===== config.mk =====
export PLATFORM = sky130hd
export DESIGN_NAME = unified_mem_arbiter
export DESIGN_NICKNAME = d
export VERILOG_FILES = /design/src/rtl/unified_mem_arbiter.sv
export SDC_FILE = /design/constraint.sdc
export NUM_CORES = 1
export LEC_CHECK = 0
export CAP_MARGIN = 10
export CORE_ASPECT_RATIO = 1.75
export CORE_UTILIZATION = 42
export CTS_CLUSTER_DIAMETER = 30
export DETAILED_ROUTE_END_ITERATION = 10
export PLACE_DENSITY = 0.88
export SLEW_MARGIN = 15
export SYNTH_ARGS = -nofsm -noshare
export SYNTH_HDL_FRONTEND = slang
export SYNTH_SLANG_ARGS = --single-unit

===== constraint.sdc =====
create_clock -name clk -period 2.7 [get_ports clk]
set_clock_uncertainty 0.1 [all_clocks]
set_input_delay 0.27 -clock clk [delete_from_list [all_inputs] [get_ports clk]]
set_output_delay 0.27 -clock clk [all_outputs]
set_load 0.005 [all_outputs]

===== src/rtl/unified_mem_arbiter.sv =====
// Arbitrates one single-port unified memory between the IF fetch port and the MEM data port.
// Define ARB_RR_EN for round-robin arbitration; the default build uses fixed data-first priority.
module unified_mem_arbiter #(
   parameter int ADDR_WIDTH  = 32,
   parameter int DATA_WIDTH  = 32,
   parameter int MEM_LATENCY = 2
) (
   input  logic                  clk,
   input  logic                  rst,
   input  logic                  if_req,
   input  logic [ADDR_WIDTH-1:0] if_addr,
   output logic [DATA_WIDTH-1:0] if_rdata,
   output logic                  if_ack,
   input  logic                  d_req,
   input  logic                  d_we,
   input  logic [ADDR_WIDTH-1:0] d_addr,
   input  logic [DATA_WIDTH-1:0] d_wdata,
   output logic [DATA_WIDTH-1:0] d_rdata,
   output logic                  d_ack,
   output logic                  if_stall,
   output logic                  mem_stall,
   output logic                  mem_cs,
   output logic                  mem_we,
   output logic [ADDR_WIDTH-1:0] mem_addr,
   output logic [DATA_WIDTH-1:0] mem_din,
   input  logic [DATA_WIDTH-1:0] mem_dout
);

   localparam logic [1:0] ST_IDLE = 2'd0;
   localparam logic [1:0] ST_BUSY = 2'd1;
   localparam logic [1:0] ST_RESP = 2'd2;

   localparam logic OWN_IF = 1'b0;
   localparam logic OWN_D  = 1'b1;

   localparam logic [3:0] CNT_LOAD = 4'(MEM_LATENCY - 1);

   logic [1:0]            state_r;
   logic [3:0]            cnt_r;
   logic                  owner_r;
   logic                  mem_cs_r;
   logic                  mem_we_r;
   logic [ADDR_WIDTH-1:0] mem_addr_r;
   logic [DATA_WIDTH-1:0] mem_din_r;
   logic [DATA_WIDTH-1:0] if_rdata_r;
   logic [DATA_WIDTH-1:0] d_rdata_r;
   logic                  grant_d_s;
   logic                  any_req_s;

`ifdef ARB_RR_EN
   logic                  last_owner_r;

   // Grant decision: on a tie, the port that did not own the previous access wins
   always_comb begin
      grant_d_s = 1'b0;
      if (d_req && if_req) begin
         grant_d_s = (last_owner_r == OWN_IF);
      end else begin
         grant_d_s = d_req;
      end
   end

   // Remember the owner of each granted access for the next tie
   always_ff @(posedge clk) begin
      if (rst) begin
         last_owner_r <= OWN_IF;
      end else if (state_r == ST_IDLE && any_req_s) begin
         last_owner_r <= grant_d_s;
      end else begin
         last_owner_r <= last_owner_r;
      end
   end
`else
   // Grant decision: data port always beats fetch
   always_comb begin
      grant_d_s = 1'b0;
      if (d_req) begin
         grant_d_s = 1'b1;
      end else begin
         grant_d_s = 1'b0;
      end
   end
`endif

   assign any_req_s = if_req | d_req;

   // Access sequencer; memory-side outputs come only from the latches so requesters may change inputs mid-access
   always_ff @(posedge clk) begin
      if (rst) begin
         state_r    <= ST_IDLE;
         cnt_r      <= 4'd0;
         owner_r    <= OWN_IF;
         mem_cs_r   <= 1'b0;
         mem_we_r   <= 1'b0;
         mem_addr_r <= '0;
         mem_din_r  <= '0;
         if_rdata_r <= '0;
         d_rdata_r  <= '0;
      end else begin
         case (state_r)
            ST_IDLE: begin
               if (any_req_s) begin
                  owner_r    <= grant_d_s;
                  mem_addr_r <= grant_d_s ? d_addr : if_addr;
                  mem_we_r   <= grant_d_s & d_we;
                  mem_din_r  <= d_wdata;
                  mem_cs_r   <= 1'b1;
                  cnt_r      <= CNT_LOAD;
                  state_r    <= ST_BUSY;
               end else begin
                  state_r    <= ST_IDLE;
               end
            end
            ST_BUSY: begin
               if (cnt_r != 4'd0) begin
                  cnt_r <= cnt_r - 4'd1;
               end else begin
                  if (!mem_we_r && owner_r == OWN_D) begin
                     d_rdata_r <= mem_dout;
                  end else if (!mem_we_r) begin
                     if_rdata_r <= mem_dout;
                  end else begin
                     d_rdata_r <= d_rdata_r;
                  end
                  mem_cs_r <= 1'b0;
                  mem_we_r <= 1'b0;
                  state_r  <= ST_RESP;
               end
            end
            ST_RESP: begin
               state_r <= ST_IDLE;
            end
            default: begin
               mem_cs_r <= 1'b0;
               mem_we_r <= 1'b0;
               state_r  <= ST_IDLE;
            end
         endcase
      end
   end

   // Ack only reaches a requester still waiting for it; a dropped request completes silently
   assign if_ack    = (state_r == ST_RESP) && (owner_r == OWN_IF) && if_req;
   assign d_ack     = (state_r == ST_RESP) && (owner_r == OWN_D) && d_req;
   assign if_stall  = if_req & ~if_ack;
   assign mem_stall = d_req & ~d_ack;

   assign mem_cs    = mem_cs_r;
   assign mem_we    = mem_we_r;
   assign mem_addr  = mem_addr_r;
   assign mem_din   = mem_din_r;
   assign if_rdata  = if_rdata_r;
   assign d_rdata   = d_rdata_r;

endmodule


Yosys cells after proc, flatten, opt, wreduce, memory -nomap -nowiden

Cells that the tools add are included.

Register bits: 137
Latch bits: 0
RAM bits: 0
ROM bits: 0
Bits of input ports: 133
Logic and storage cells: 53
Memories: 0

$add $sub $neg: 1
$mul: 0
Divide/modulo/power cells: 0
Magnitude comparators: 0
Equal/unequal tests: 5
Shift-type cells: 0
Multiplexer cells: 13
Bitwise operators: 11
Reduce and logical (&&, ||, !) cells: 14

Operators by type and width:

| cell                | number |
|---|---|
| $mux 32             | 1 |
| $reduce_and 3->1    | 3 |
| $mux 4              | 2 |
| $pmux 4 s2          | 1 |
| $not 1->1           | 7 |
| $ne 2x2->1 const B  | 3 |
| $pmux 1 s3          | 2 |
| $logic_and 1x1->1   | 5 |
| $mux 1              | 5 |
| $pmux 2 s2          | 1 |
| $reduce_and 4->1    | 1 |
| $reduce_bool 4->1   | 1 |
| $sub 4x1->4 const B | 1 |
| $and 1x1->1         | 3 |
| $eq 2x1->1 const B  | 1 |
| $eq 2x2->1 const B  | 1 |
| $logic_not 2->1     | 1 |
| $mux 2              | 1 |
| $reduce_and 2->1    | 1 |
| $reduce_bool 2->1   | 1 |
| $logic_not 1->1     | 1 |
| $or 1x1->1          | 1 |

Longest topological paths before layout

Depth after elaboration: 5
Mapped depth: 7

Worst setup path after synthesis

OpenSTA, ideal clock, no wires.

Path kind: reg2reg
From: reg cnt_r[0]
To: reg if_rdata_r[10] (netlist: if_rdata[10])
Arrival: 1.776 ns
Required time: 2.528 ns
Setup slack: 0.752 ns
Cell stages (with the launch flop): 8
Clock period less this slack: 1.948 ns
Path through: dfxtp_1 -> inv_1 -> ha_1 -> or3b_1 -> buf_6 -> nor4_4 -> buf_6 -> mux2i_1

Word-level cells in the longest chain between the ends: 3

RTL lines:

| element                           | line | text |
|---|---|---|
| start: declaration                | 39   | `logic [3:0] cnt_r;` |
| start signal: assignment          | 116  | `cnt_r <= cnt_r - 4'd1;` |
| $reduce_bool 4->1                 | 115  | `if (cnt_r != 4'd0) begin` |
| $not 1->1 (no source line)        | n/a  |  |
| $reduce_and 4->1 (no source line) | n/a  |  |
| end signal: assignment            | 121  | `if_rdata_r <= mem_dout;` |
| end: declaration                  | 45   | `logic [DATA_WIDTH-1:0] if_rdata_r;` |

Every way passes these cells.
A chain may end at the register's enable or synchronous reset.

Final worst setup path

From: reg state_r[1]
To: out d_ack

Word-level cells in the longest chain between the ends: 3

RTL lines:

| element                         | line | text |
|---|---|---|
| start: declaration              | 38   | `logic [1:0] state_r;` |
| start signal: assignment        | 90   | `state_r <= ST_IDLE;` |
| start signal: assignment        | 109  | `state_r <= ST_BUSY;` |
| start signal: assignment        | 111  | `state_r <= ST_IDLE;` |
| $eq 2x2->1                      | 144  | `assign d_ack = (state_r == ST_RESP) && (owner_r == OWN_D) && d_req;` |
| $logic_and 1x1->1 (2 in series) | 144  |  |
| end: declaration                | 19   | `output logic d_ack,` |

Every way passes these cells.

==> impl_metrics.json <==
{
  "avgSynthCellArea_sq_um": 9.68,
  "holdWs_ps": 296,
  "final-instance-count-excl-fill": 1024,
  "drtIter0Drc": 180,
  "fmax_mhz": 445,
  "p_seq_share_pct": 38.9,
  "io_buffer_count": 266,
  "die_y_um": 157,
  "synth-edff-count": 0,
  "dp_hpwl_um": 11600,
  "p_leak_nw": 3.57,
  "pre_cts_slack_ps": 620,
  "synth_top_flop_cell": "dfxtp_1",
  "synthTopCellsByArea": "dfxtp_1, mux2i_1, nand2b_1, a21oi_1, a211oi_1",
  "drive_gt1_share_pct": 6.59,
  "irDropWorstVdd_v": 0.000430,
  "cts_tree": "yes",
  "synth-seq-cells": 137,
  "synth_cell_types": 35,
  "multi_input_area_sq_um": 2780,
  "synth_top_family_by_area": "multiplexers",
  "worstSetupEndpointType": "output port",
  "grt_first_pass_wirelength_um": 25400,
  "ctsHoldBuffers": 0,
  "wl_um": 16500,
  "crit_path_top_delay_cell": "clkdlybuf4s50_1",
  "worstPathCellList": "nor2b_1 -> and3_1 -> clkdlybuf4s50_1",
  "synth_top_area_cell": "dfxtp_1",
  "ys_async_sr_fraction_pct": 0,
  "vias_per_cell": 5.24,
  "synth-simple-area-share_pct": 16.4,
  "htreeDepth": 4,
  "antenna_found_initial": 0,
  "rows": 56,
  "cp.buffers_inverters": 1,
  "fin_tns_setup_ps": 0,
  "finalCriticalPeriod_ps": 2250,
  "yosys.cell_count.top_type": "dfxtp_1",
  "cp_max_fo": 6,
  "yosys-top-cells-count": "dfxtp_1, nand2b_1, mux2i_1, a21oi_1, clkbuf_1",
  "synthToLayoutAreaGrowth_pct": 58.7,
  "switchingPower_mw": 1.61,
  "cts.path.max_buffers": 2,
  "ios": 267,
  "clkPwrFrac_pct": 39.3,
  "antenna_left": 0,
  "dieArea_sq_um": 14200,
  "cts_resized": 0,
  "drt_first_pass_iters": 5,
  "globalplace.congestion": 0.861,
  "cts-root-buf": "clkbuf_16",
  "antenna_cells": 0,
  "power_mw": 5.97,
  "required_ps": 2330,
  "pwr_density_cell_nw_per_um2": 652,
  "maxCapViolations": 0,
  "wl_per_cell_um": 16.1,
  "netlist_area_sq_um": 5770,
  "hold_class": "input port to flop",
  "n_fill_cell": 1021,
  "place_inst": 992,
  "clkTransAtPathRegs_ps": 60,
  "rsz0062_at_grt": "false",
  "syn-instance-count": 596,
  "finalNetCount": 972,
  "clk_latency_ps": 410,
  "synth-compound-area-share_pct": 14.4,
  "post_cts_buffers": 0,
  "setup_viol_count_final": 0,
  "seqCellArea_sq_um": 2740,
  "vias": 5363,
  "gr-total-overflow": 0,
  "critical-path-top-delay-family": "simple AND/OR/NAND/NOR gates",
  "status": "finished, final reports clean",
  "grt_use_total_pct": 22.5,
  "synth-xor-area-share_pct": 0,
  "core_sq_um": 13400,
  "setup_ws_ps": 451,
  "worst_slew_pin_slew_ps": 635,
  "start_util_pct": 43.1,
  "worstSetupPathType": "flop to output port",
  "synthMuxAreaShare_pct": 16.6,
  "yosys_warnings": 0,
  "cts_sinks": 137,
  "hold_violations": 0,
  "grt_pass1_vias": 5128,
  "die_w_um": 90.6,
  "syn_nets": 731,
  "start_kind": "flop",
  "synth-seq-area-share_pct": 47.5,
  "p_comb_share_pct": 21.8,
  "synth_top_cell_area_share_pct": 47.5,
  "synth_fa_ha_area_share_pct": 0.434,
  "relSlewSlack_pct": 57.6,
  "cts_buffers": 17,
  "p_sw_share_pct": 26.9,
  "max_stage_delay_ps": 520,
  "crit_arrival_ps": 1880,
  "post-route-period-util_pct": 83.3,
  "drv_slew": 0,
  "grt_start_max_net_pins": 66,
  "drc": 0,
  "internal_power_mw": 4.37
}
==> area by class of cell <==
cell class                      count  area share [%]
Inverter                            5           0.205
Tap cell                          174            2.38
Clock buffer                       18            4.80
Clock inverter                     14            1.76
Sequential cell                   137            29.9
Multi-Input combinational cell    399            30.3
Timing Repair Buffer              277            30.6
==> cell families after synthesis <==
group                    after synthesis
AND/OR/NAND/NOR                      157
buffers and inverters                 60
adder cells (fa/ha/maj)                2
flip-flops                           137
multiplexers                          96
AO/OA/AOI/OAI                        144
==> sequential cells by signal, indices dropped and copies added (netlist names) <==
register	flops
mem_din	32
d_rdata	32
state_r	2
cnt_r	4
owner_r	1
mem_cs	1
mem_addr	32
mem_we	1
if_rdata	32
==> worst paths after layout <==
path              cells past startpoint  slack (ps)            to   startpoint
setup / recovery                      3         450         d_ack   state_r[1]
hold / removal                        2         300  mem_addr[27]          rst
setup reg to reg                      6         600  if_rdata[17]     cnt_r[0]
hold reg to reg                       2         370   if_rdata[3]  if_rdata[3]
==> metal layers <==
layer | vias to the layer above | track usage, % | wire, um
met5 | - | 0 | 0
met4 | 0 | 9.91 | 503
met3 | 31 | 5.36 | 926
met2 | 231 | 41.5 | 8820
met1 | 2518 | 24.0 | 6210
li1 | 2583 | - | -
==> metrics by stage <==
stage | utilization, % | instance area (sq um)
global placement | 63.9 | 8560
floorplan | - | 5770
detailed placement | 63.9 | 8560
CTS | 68.4 | 9160
finish | 68.4 | 9160
global route | 68.4 | 9160
==> power groups by stage <==
stage	clock, mW	sequential (mW)	combinational (mW)
2_1_floorplan	0	2.37	0.584
3_5_place_dp	0	2.36	1.30
6_report	2.35	2.33	1.30
4_1_cts	2.38	2.32	1.31
3_3_place_gp	0	2.36	1.28
5_1_grt	2.49	2.35	1.40
==> cells in the final DEF, fill, tap and decap left out, types with 4 or more instances in the layout <==
cell / n
a211oi_1: 32
a21oi_1: 68
buf_12: 5
buf_4: 7
clkbuf_16: 17
clkdlybuf4s50_1: 264
clkinv_4: 4
dfxtp_1: 137
inv_1: 5
inv_6: 4
mux2i_1: 96
nand2b_1: 98
nand3_1: 34
o21ai_0: 33
Note: power is estimated with default switching activity, not from simulation.
